$ cat src/rtl/tag_readout_sched_if.sv
// Scheduler-facing bundle: tag request/ack, capture RAM read port, AXI-stream out.
// master = scheduler side, slave = tag/RAM/buffer side.
interface tag_readout_sched_if #(
  parameter int NUM_TAGS   = 20,
  parameter int DATA_WIDTH = 256,
  parameter int BURST_LEN  = 16
);
  localparam int TW = $clog2(NUM_TAGS);
  localparam int BW = $clog2(BURST_LEN);

  logic                  en;
  logic [NUM_TAGS-1:0]   req;
  logic [NUM_TAGS-1:0]   ack;
  logic                  busy;
  logic                  ram_rd_en;
  logic [TW+BW-1:0]      ram_rd_addr;
  logic [DATA_WIDTH-1:0] ram_rd_data;
  logic                  m_axis_tvalid;
  logic                  m_axis_tready;
  logic [DATA_WIDTH-1:0] m_axis_tdata;
  logic [NUM_TAGS-1:0]   m_axis_tuser;
  logic                  m_axis_tlast;

  modport master (
    input  en, req, ram_rd_data, m_axis_tready,
    output ack, busy, ram_rd_en, ram_rd_addr,
           m_axis_tvalid, m_axis_tdata, m_axis_tuser, m_axis_tlast
  );

  modport slave (
    output en, req, ram_rd_data, m_axis_tready,
    input  ack, busy, ram_rd_en, ram_rd_addr,
           m_axis_tvalid, m_axis_tdata, m_axis_tuser, m_axis_tlast
  );
endinterface

$ cat src/rtl/tag_readout_sched.sv
// Round-robin tag scheduler: reads one BURST_LEN frame per grant from the capture
// RAM and streams it out as one AXI-stream packet.
//
//  state  | meaning
//  IDLE   | waiting for en & any req; arbitrates in one cycle
//  XFER   | reading frame words from RAM and streaming them out
//  DONE   | one-cycle ack pulse for the granted tag
module tag_readout_sched #(
  parameter int NUM_TAGS   = 20,
  parameter int DATA_WIDTH = 256,
  parameter int BURST_LEN  = 16
) (
  input  logic clk,
  input  logic rst,
  tag_readout_sched_if.master bus
);
  localparam int TW = $clog2(NUM_TAGS);
  localparam int BW = $clog2(BURST_LEN);

  typedef enum logic [1:0] {S_IDLE, S_XFER, S_DONE} state_t;

  state_t                state, state_nxt;
  logic [TW-1:0]         rr_ptr, grant_idx, arb_idx;
  logic                  arb_found;
  int                    cand;
  logic [NUM_TAGS-1:0]   arb_oh;
  logic [BW:0]           rd_cnt;
  logic [BW-1:0]         tx_cnt, ld_cnt;
  logic [1:0]            credit, credit_av;
  logic                  rd_pend;
  logic [DATA_WIDTH-1:0] skid_mem [2];
  logic                  skid_wp, skid_rp;
  logic [1:0]            skid_cnt;

  logic                  rd_en_q;
  logic [TW+BW-1:0]      rd_addr_q;
  logic                  tvalid_q, tlast_q, busy_q;
  logic [DATA_WIDTH-1:0] tdata_q;
  logic [NUM_TAGS-1:0]   tuser_q, ack_q;

  logic pop, out_free, sk_pop, sk_push, out_load, issue, grant_go, last_pop;

  assign bus.ram_rd_en     = rd_en_q;
  assign bus.ram_rd_addr   = rd_addr_q;
  assign bus.m_axis_tvalid = tvalid_q;
  assign bus.m_axis_tdata  = tdata_q;
  assign bus.m_axis_tuser  = tuser_q;
  assign bus.m_axis_tlast  = tlast_q;
  assign bus.ack           = ack_q;
  assign bus.busy          = busy_q;

  // Scan upward from rr_ptr+1, wrapping at NUM_TAGS rather than 2^TW.
  always_comb begin
    arb_found = 1'b0;
    arb_idx   = '0;
    cand      = 0;
    for (int i = 1; i <= NUM_TAGS; i++) begin
      cand = int'(rr_ptr) + i;
      if (cand >= NUM_TAGS) cand = cand - NUM_TAGS;
      if (!arb_found && bus.req[cand[TW-1:0]]) begin
        arb_found = 1'b1;
        arb_idx   = cand[TW-1:0];
      end
    end
    arb_oh = NUM_TAGS'(1) << arb_idx;
  end

  // The output register plus two skid entries hold three words; credit counts
  // words issued to RAM but not yet accepted downstream, so it never exceeds 3.
  always_comb begin
    pop       = tvalid_q & bus.m_axis_tready;
    out_free  = ~tvalid_q | pop;
    sk_pop    = out_free & (skid_cnt != 2'd0);
    sk_push   = rd_pend & ~(out_free & (skid_cnt == 2'd0));
    out_load  = sk_pop | (out_free & rd_pend);
    last_pop  = pop & (tx_cnt == BW'(BURST_LEN - 1));
    credit_av = credit - {1'b0, pop};
    issue     = (state == S_XFER) && (rd_cnt < (BW+1)'(BURST_LEN)) && (credit_av != 2'd3);
    grant_go  = (state == S_IDLE) && bus.en && arb_found;
  end

  always_ff @(posedge clk or posedge rst) begin
    if (rst) state <= S_IDLE;
    else     state <= state_nxt;
  end

  always_comb begin
    state_nxt = state;
    case (state)
      S_IDLE:  if (grant_go) state_nxt = S_XFER;
      S_XFER:  if (last_pop) state_nxt = S_DONE;
      S_DONE:  state_nxt = S_IDLE;
      default: state_nxt = S_IDLE;
    endcase
  end

  always_ff @(posedge clk) begin
    if (sk_push) skid_mem[skid_wp] <= bus.ram_rd_data;
  end

  always_ff @(posedge clk or posedge rst) begin
    if (rst) begin
      rr_ptr    <= TW'(NUM_TAGS - 1);
      grant_idx <= '0;
      rd_cnt    <= '0;
      tx_cnt    <= '0;
      ld_cnt    <= '0;
      credit    <= '0;
      rd_pend   <= 1'b0;
      skid_wp   <= 1'b0;
      skid_rp   <= 1'b0;
      skid_cnt  <= '0;
      rd_en_q   <= 1'b0;
      rd_addr_q <= '0;
      tvalid_q  <= 1'b0;
      tlast_q   <= 1'b0;
      tdata_q   <= '0;
      tuser_q   <= '0;
      ack_q     <= '0;
      busy_q    <= 1'b0;
    end else begin
      ack_q   <= '0;
      rd_pend <= rd_en_q;
      rd_en_q <= issue;
      credit  <= credit + {1'b0, issue} - {1'b0, pop};

      if (grant_go) begin
        grant_idx <= arb_idx;
        rr_ptr    <= arb_idx;
        tuser_q   <= arb_oh;
        rd_cnt    <= '0;
        tx_cnt    <= '0;
        ld_cnt    <= '0;
        busy_q    <= 1'b1;
      end

      if (issue) begin
        rd_addr_q <= {grant_idx, rd_cnt[BW-1:0]};
        rd_cnt    <= rd_cnt + 1'b1;
      end

      if (pop) tx_cnt <= tx_cnt + 1'b1;

      if (last_pop) begin
        ack_q   <= tuser_q;
        tuser_q <= '0;
        busy_q  <= 1'b0;
      end

      if (out_load) begin
        tdata_q  <= sk_pop ? skid_mem[skid_rp] : bus.ram_rd_data;
        tvalid_q <= 1'b1;
        tlast_q  <= (ld_cnt == BW'(BURST_LEN - 1));
        ld_cnt   <= ld_cnt + 1'b1;
      end else if (out_free) begin
        tvalid_q <= 1'b0;
        tlast_q  <= 1'b0;
      end

      if (sk_push) skid_wp <= ~skid_wp;
      if (sk_pop)  skid_rp <= ~skid_rp;
      skid_cnt <= skid_cnt + {1'b0, sk_push} - {1'b0, sk_pop};
    end
  end
endmodule

$ cat src/flat_wrapper.sv
// flat-port wrapper written by rule: the top's interface ports become plain ports
module tag_readout_sched_flat 
#(
  parameter int NUM_TAGS   = 20,
  parameter int DATA_WIDTH = 256,
  parameter int BURST_LEN  = 16
)
  (clk, rst, bus_en, bus_req, bus_ram_rd_data, bus_m_axis_tready, bus_ack, bus_busy, bus_ram_rd_en, bus_ram_rd_addr, bus_m_axis_tvalid, bus_m_axis_tdata, bus_m_axis_tuser, bus_m_axis_tlast);
  tag_readout_sched_if #(.NUM_TAGS(NUM_TAGS), .DATA_WIDTH(DATA_WIDTH), .BURST_LEN(BURST_LEN)) bus_i ();
  input  logic clk;
  input  logic rst;
  input wire logic [$bits(bus_i.en)-1:0] bus_en;
  input wire logic [$bits(bus_i.req)-1:0] bus_req;
  input wire logic [$bits(bus_i.ram_rd_data)-1:0] bus_ram_rd_data;
  input wire logic [$bits(bus_i.m_axis_tready)-1:0] bus_m_axis_tready;
  output wire logic [$bits(bus_i.ack)-1:0] bus_ack;
  output wire logic [$bits(bus_i.busy)-1:0] bus_busy;
  output wire logic [$bits(bus_i.ram_rd_en)-1:0] bus_ram_rd_en;
  output wire logic [$bits(bus_i.ram_rd_addr)-1:0] bus_ram_rd_addr;
  output wire logic [$bits(bus_i.m_axis_tvalid)-1:0] bus_m_axis_tvalid;
  output wire logic [$bits(bus_i.m_axis_tdata)-1:0] bus_m_axis_tdata;
  output wire logic [$bits(bus_i.m_axis_tuser)-1:0] bus_m_axis_tuser;
  output wire logic [$bits(bus_i.m_axis_tlast)-1:0] bus_m_axis_tlast;
  assign bus_i.en = bus_en;
  assign bus_i.req = bus_req;
  assign bus_i.ram_rd_data = bus_ram_rd_data;
  assign bus_i.m_axis_tready = bus_m_axis_tready;
  assign bus_ack = bus_i.ack;
  assign bus_busy = bus_i.busy;
  assign bus_ram_rd_en = bus_i.ram_rd_en;
  assign bus_ram_rd_addr = bus_i.ram_rd_addr;
  assign bus_m_axis_tvalid = bus_i.m_axis_tvalid;
  assign bus_m_axis_tdata = bus_i.m_axis_tdata;
  assign bus_m_axis_tuser = bus_i.m_axis_tuser;
  assign bus_m_axis_tlast = bus_i.m_axis_tlast;
  tag_readout_sched #(.NUM_TAGS(NUM_TAGS), .DATA_WIDTH(DATA_WIDTH), .BURST_LEN(BURST_LEN)) u_core (.clk(clk), .rst(rst), .bus(bus_i));
endmodule
$ cat config.mk
export PLATFORM = sky130hd
export DESIGN_NAME = tag_readout_sched_flat
export DESIGN_NICKNAME = d
export VERILOG_FILES = /design/src/rtl/tag_readout_sched_if.sv /design/src/rtl/tag_readout_sched.sv /design/src/flat_wrapper.sv
export SDC_FILE = /design/constraint.sdc
export NUM_CORES = 2
export LEC_CHECK = 0
export ABC_AREA = 1
export CORE_MARGIN = 5
export CORE_UTILIZATION = 40
export CTS_BUF_LIST = sky130_fd_sc_hd__clkbuf_4
export CTS_CLUSTER_DIAMETER = 120
export DETAILED_ROUTE_END_ITERATION = 16
export SLEW_MARGIN = 30
export SYNTH_ARGS = -nofsm -noshare
export SYNTH_HDL_FRONTEND = slang
export SYNTH_SLANG_ARGS = --single-unit
$ cat constraint.sdc
create_clock -name clk -period 23.7 [get_ports clk]
set_clock_uncertainty 0.15 [all_clocks]
set_input_delay 5.925 -clock clk [delete_from_list [all_inputs] [get_ports clk]]
set_output_delay 5.925 -clock clk [all_outputs]
set_load 0.05 [all_outputs]
Yosys cells after proc, flatten, opt, wreduce, memory -nomap -nowiden
Memories as Yosys holds them, arrays and structs flattened.
Index checks and enable logic that the tools add are counted.
{"block": "totals", "regBits": 341, "mem_bits_rw": 512, "inputBits": 280, "out_inout_bits": 309, "elab_cells": 298, "memories": 1}
{"block": "classes", "add_sub_neg": 48, "n_lt_le_gt_ge": 41, "eq_ne": 6, "shift": 1, "mux": 119, "n_bitwise": 12, "reduce_logical": 51}
{"memory": "u_core.skid_mem", "depth": 2, "width": 256, "read_ports": 1, "rd_clocked_by_memory_dff": 0, "wr": 1, "line": "tag_readout_sched.sv:31", "rtl": "logic [DATA_WIDTH-1:0] skid_mem [2];"}
{"operator": "$mux 256", "count": 1}
{"operator": "$mux 5", "count": 42}
{"operator": "$ge 6x5->1 const B", "count": 20}
{"operator": "$lt 5x6->1 const B", "count": 20}
{"operator": "$bmux 1 s5", "count": 20}
{"operator": "$sub 5x5->5 const B", "count": 20}
{"operator": "$mux 20", "count": 3}
{"operator": "$add 5x4->6 const B", "count": 8}
{"operator": "$mux 1", "count": 47}
{"operator": "$add 5x5->6 const B", "count": 5}
{"operator": "$add 5x3->6 const B", "count": 4}
{"operator": "$logic_and 1x1->1", "count": 23}
{"operator": "$shl 1x5->20 const A", "count": 1}
{"operator": "$logic_not 1->1", "count": 19}
{"operator": "$add 5x2->6 const B", "count": 2}
{"operator": "$mux 4", "count": 3}
{"operator": "$reduce_bool 2->1", "count": 6}
{"operator": "$add 4x1->4 const B", "count": 2}
{"operator": "$eq 4x4->1 const B", "count": 2}
{"operator": "$add 5x1->6 const B", "count": 1}
{"operator": "$and 1x1->1", "count": 6}
{"operator": "$sub 2x1->2", "count": 3}
{"operator": "$add 5x1->5 const B", "count": 1}
{"operator": "$lt 5x5->1 const B", "count": 1}
{"operator": "other kinds (10)", "count": 18}

Depth between registers and ports, before layout
{"block": "depth", "depth_word": 66, "mapped_depth": 39}

Worst setup path after synthesis
Ideal clock, no wire load.
{"block": "synth_path", "path_type": "input-to-reg", "startpoint": "input port bus_m_axis_tready", "endpoint": "memory u_core.skid_mem[1][0], enable pin", "setup_time_ns": 0.878, "arrival_time_ns": 17.095, "t_required_ns": 22.672, "setup_slack_ns": 5.577, "cell_stages": 5, "path_cell_list": "nor2_1 inv_1 a21oi_1 inv_1 nor2_1"}
{"block": "synth_between", "elab_chain_len": 7}
{"element": "from (decl)", "line": "flat_wrapper.sv:15", "rtl": "input wire logic [$bits(bus_i.m_axis_tready)-1:0] bus_m_axis_tready;"}
{"element": "$and 1x1->1", "line": "tag_readout_sched.sv:71", "rtl": "pop = tvalid_q & bus.m_axis_tready;"}
{"element": "$or 1x1->1", "line": "tag_readout_sched.sv:72", "rtl": "out_free = ~tvalid_q | pop;"}
{"element": "$and 1x1->1", "line": "tag_readout_sched.sv:74", "rtl": "sk_push = rd_pend & ~(out_free & (skid_cnt == 2'd0));"}
{"element": "$not 1->1", "line": "tag_readout_sched.sv:74"}
{"element": "$and 1x1->1", "line": "tag_readout_sched.sv:74"}
{"element": "net u_core.sk_push", "line": "tag_readout_sched.sv:41", "rtl": "logic pop, out_free, sk_pop, sk_push, out_load, issue, grant_go, last_pop;"}
{"element": "$mux 1", "line": "tag_readout_sched.sv:98", "rtl": "if (sk_push) skid_mem[skid_wp] <= bus.ram_rd_data;"}
{"element": "$mux 1 (implied by the code)", "line": "tag_readout_sched.sv:98"}
{"element": "to (decl)", "line": "tag_readout_sched.sv:31"}
The timed path passes the listed nets, and every way through them passes these cells.

Worst setup path in the final report
{"block": "layout_path", "startpoint": "input port bus_m_axis_tready", "endpoint": "memory u_core.skid_mem[0][89], enable pin"}
The elaborated chain is that of the path after synthesis.

==> impl_metrics.csv <==
group,metric,value,unit
status,status,"complete, no violations",
cells_and_area,design.final.nets,4808,
grt,grtUsageTotal,0.2203,
timing,rsz0062_at_grt,"false",
clocking,htreeDepth,4,
timing,fmax,0.1049,GHz
timing,slew_violations,0,
detailed_routing,drc,0,
clocking,postCtsSetupRepairBufs,0,
setup_path,arrival,10.05,ns
detailed_routing,wl_per_cell,19.17,um
detailed_routing,wirelength,114000,um
run,drv_cap,0,
logic_synthesis,yosysTopAreaCellShare,0.4069,
logic_synthesis,synth_nets,4170,
floorplan,die-area,0.1007,mm^2
logic_synthesis,synth_ff_type,"edfxtp_1",
clocking,worstSkewPairLatency,1.07,ns
logic_synthesis,yosysWarnings,0,
logic_synthesis,synth_area,0.03778,mm^2
setup_path,critPathSlowestCell,"buf_4",
place,dpl_cell_area,0.04473,mm^2
logic_synthesis,ys_ff_latch,851,
cells_and_area,fillers,8810,
setup_path,start_kind,"input port",
grt,grt_max_degree,238,
timing,final-hold-violation-count,0,
detailed_routing,drt_iter0_drc,2219,
logic_synthesis,yosysTopAreaCell,"edfxtp_1",
logic_synthesis,yosys-top-cells-count,"nand2_1 (1147), a21oi_1 (526), edfxtp_1 (512)",
detailed_routing,drtPass1Iterations,6,
logic_synthesis,synth_adder_area_share,0.01576,
logic_synthesis,synth-async-reset-ratio,0.3984,
clocking,cts_resized,0,
logic_synthesis,synth_compound_area_frac,0.1309,
timing,post-route-period-util,0.4022,
logic_synthesis,synth-seq-area-share,0.6315,
grt,antenna_found_initial,28,
setup_path,crit_chain,"clkdlybuf4s50_1 -> nor2_1 -> inv_1 -> a21oi_1 -> inv_1 -> nor2_4 -> buf_4 -> buf_4 -> buf_12",
detailed_routing,ant_nets,0,
timing,worst_pin_slew,0.9778,ns
cells_and_area,area_growth,26.61,%
logic_synthesis,synth_top_family_by_area,"simple AND/OR/NAND/NOR gates",
timing,setup_viol,0,
logic_synthesis,synthMuxAreaShare,0.0002649,
cells_and_area,fin_area,0.04784,mm^2
clocking,cts_tree,"built",
clocking,cts_hold_buffers,0,
place,dp_cells,5512,
logic_synthesis,ys_top_cells_by_area,"edfxtp_1 (41%), dfrtp_1 (22%), nand2_1 (11%)",
timing,relSlewSlack,0.3482,
detailed_routing,vias_per_cell,4.987,
clocking,numCtsBuffers,219,
floorplan,rows,112,
floorplan,dieWidth,317.3,um
logic_synthesis,syn_inst,3843,
floorplan,io_pins,589,
cells_and_area,fin_cells,5947,
cells_and_area,drive_gt1_frac,0.1046,
grt,overflow,0,
logic_synthesis,synth.most_common_cell,"nand2_1",
setup_path,worst-path-max-fanout,131,
logic_synthesis,avgSynthCellArea,9.832,um^2
place,gp_congestion,0.9035,
floorplan,die_h,317.3,um
worst_hold_path,hp-class,"flop to flop",
detailed_routing,vias,29660,
grt,grt_pass1_vias,28910,
grt,grt_pass1_wl,171900,um
place,port_buffers,588,
floorplan,core_area,0.09361,mm^2
timing,finalSetupTns,0,ns
place,hpwl,74700,um
logic_synthesis,synth_edf_count,512,
setup_path,critPathCaptureType,"flop",
logic_synthesis,yosys.area_share.simple,0.1687,
setup_path,cp_slowest_stage_delay,0.80,ns
timing,period_needed,9.532,ns
clocking,path_clk_slew,0.06,ns
clocking,cts.sinks,851,
setup_path,cp.required,24.22,ns
clocking,clockBufferDepth,3,
floorplan,start_util,0.4036,
setup_path,criticalPathCategory,"input port to flop",
clocking,clockRootBuffer,"clkbuf_4",
logic_synthesis,synthXorXnorAreaFrac,0.007219,
logic_synthesis,synth_cell_types,62,
==> routing by layer <==
metal,wire [um],part of all wire,up-vias,track usage
met5,104,0.00091,-,0
met4,2663,0.023,18,0.08193
met3,8660,0.076,157,0.06615
met2,55620,0.49,914,0.3630
met1,46930,0.41,14040,0.2761
li1,-,-,14530,-
==> final timing paths <==
path                                                               from                                       end  slack [ns]  cells after the start
worst max-delay path                                  bus_m_axis_tready          u_core.skid_mem[0][89]$_DFFE_PP_       14.17                      9
worst min-delay path            u_core.bus.m_axis_tdata[44]$_DFFE_PP0P_   u_core.bus.m_axis_tdata[44]$_DFFE_PP0P_        0.33                      2
worst max register to register             u_core.rr_ptr[0]$_DFFE_PP1P_   u_core.bus.m_axis_tuser[11]$_DFFE_PP0P_       17.53                     28
worst min register to register  u_core.bus.m_axis_tdata[44]$_DFFE_PP0P_   u_core.bus.m_axis_tdata[44]$_DFFE_PP0P_        0.33                      2
max in group asynchronous                                           rst               u_core.bus.ack[9]$_DFF_PP0_       15.38                      5
min in group asynchronous                                           rst  u_core.bus.m_axis_tdata[182]$_DFFE_PP0P_        5.24                      2
==> cell usage in the layout (no fill, tap or decap), types with 11 or more instances in the layout <==
cell | Yosys | layout
nand2_1 | 1147 | 1147
clkdlybuf4s50_1 | 0 | 588
a21oi_1 | 526 | 526
edfxtp_1 | 512 | 512
dfrtp_1 | 336 | 335
clkbuf_4 | 0 | 330
o21ai_0 | 324 | 323
inv_1 | 203 | 201
nand3_1 | 146 | 146
nor2_1 | 142 | 139
clkinv_1 | 4 | 63
ha_1 | 46 | 46
o21ai_1 | 42 | 43
nand4_1 | 25 | 25
xor2_1 | 21 | 21
buf_4 | 9 | 18
diode_2 | 0 | 17
inv_2 | 16 | 17
nand2_2 | 17 | 17
clkinv_2 | 0 | 12
o21ai_2 | 11 | 11
o211ai_1 | 11 | 11
==> sequential cells by signal, summed over array words and instances, names as in the netlist, 3 cells and up <==
name	count
u_core.bus.m_axis_tdata	256
u_core.ld_cnt	4
u_core.grant_idx	5
u_core.skid_mem	512
u_core.bus.m_axis_tuser	20
u_core.rr_ptr	3
u_core.rd_cnt	5
u_core.tx_cnt	4
u_core.bus.ram_rd_addr	9
u_core.bus.ack	20
==> critical path, delay by kind of cell <==
| kind | cells | cell delay [ns] |
|---|---|---|
| compound gates | 1 | 0.22 |
| simple gates | 2 | 0.84 |
| buf+inv | 6 | 2.73 |
==> stage by stage <==
| step | hold slack [ns] | utilization | setup WS (ns) |
|---|---|---|---|
| floorplan | 0.3037 | - | 5.577 |
| global placement | 0.3141 | 0.4772 | 12.66 |
| detailed placement | 0.3224 | 0.4779 | 13.10 |
| CTS | 0.3380 | 0.5099 | 14.32 |
| global route | 0.3519 | 0.5109 | 13.97 |
| finish | 0.3338 | 0.5111 | 14.17 |
==> kinds of logic (layout without fill, tap and decap cells) <==
| kind of cell | Yosys count | count (layout) |
|---|---|---|
| simple gates | 1535 | 1535 |
| flops | 851 | 851 |
| buf+inv | 428 | 1261 |
| fa+ha+maj | 47 | 47 |
| other cells | 0 | 17 |
| xor+xnor | 29 | 29 |
| mux | 1 | 1 |
| compound gates | 952 | 952 |
==> layout make-up <==
class                   instances  area [um^2]  share of cell area
clock buffers                 330         2477             0.05178
flip-flops and latches        851        23870              0.4988
clock inverters                86        520.5             0.01088
well taps                    1254         1569             0.03280
inverters                     226        878.3             0.01836
repair buffers                619         6267              0.1310
diodes                         17        42.54           0.0008892
multi-input cells            2564        12220              0.2554
Power is not shown: default switching activity piles up to over one toggle a cycle in this logic, so the estimate is an artifact.
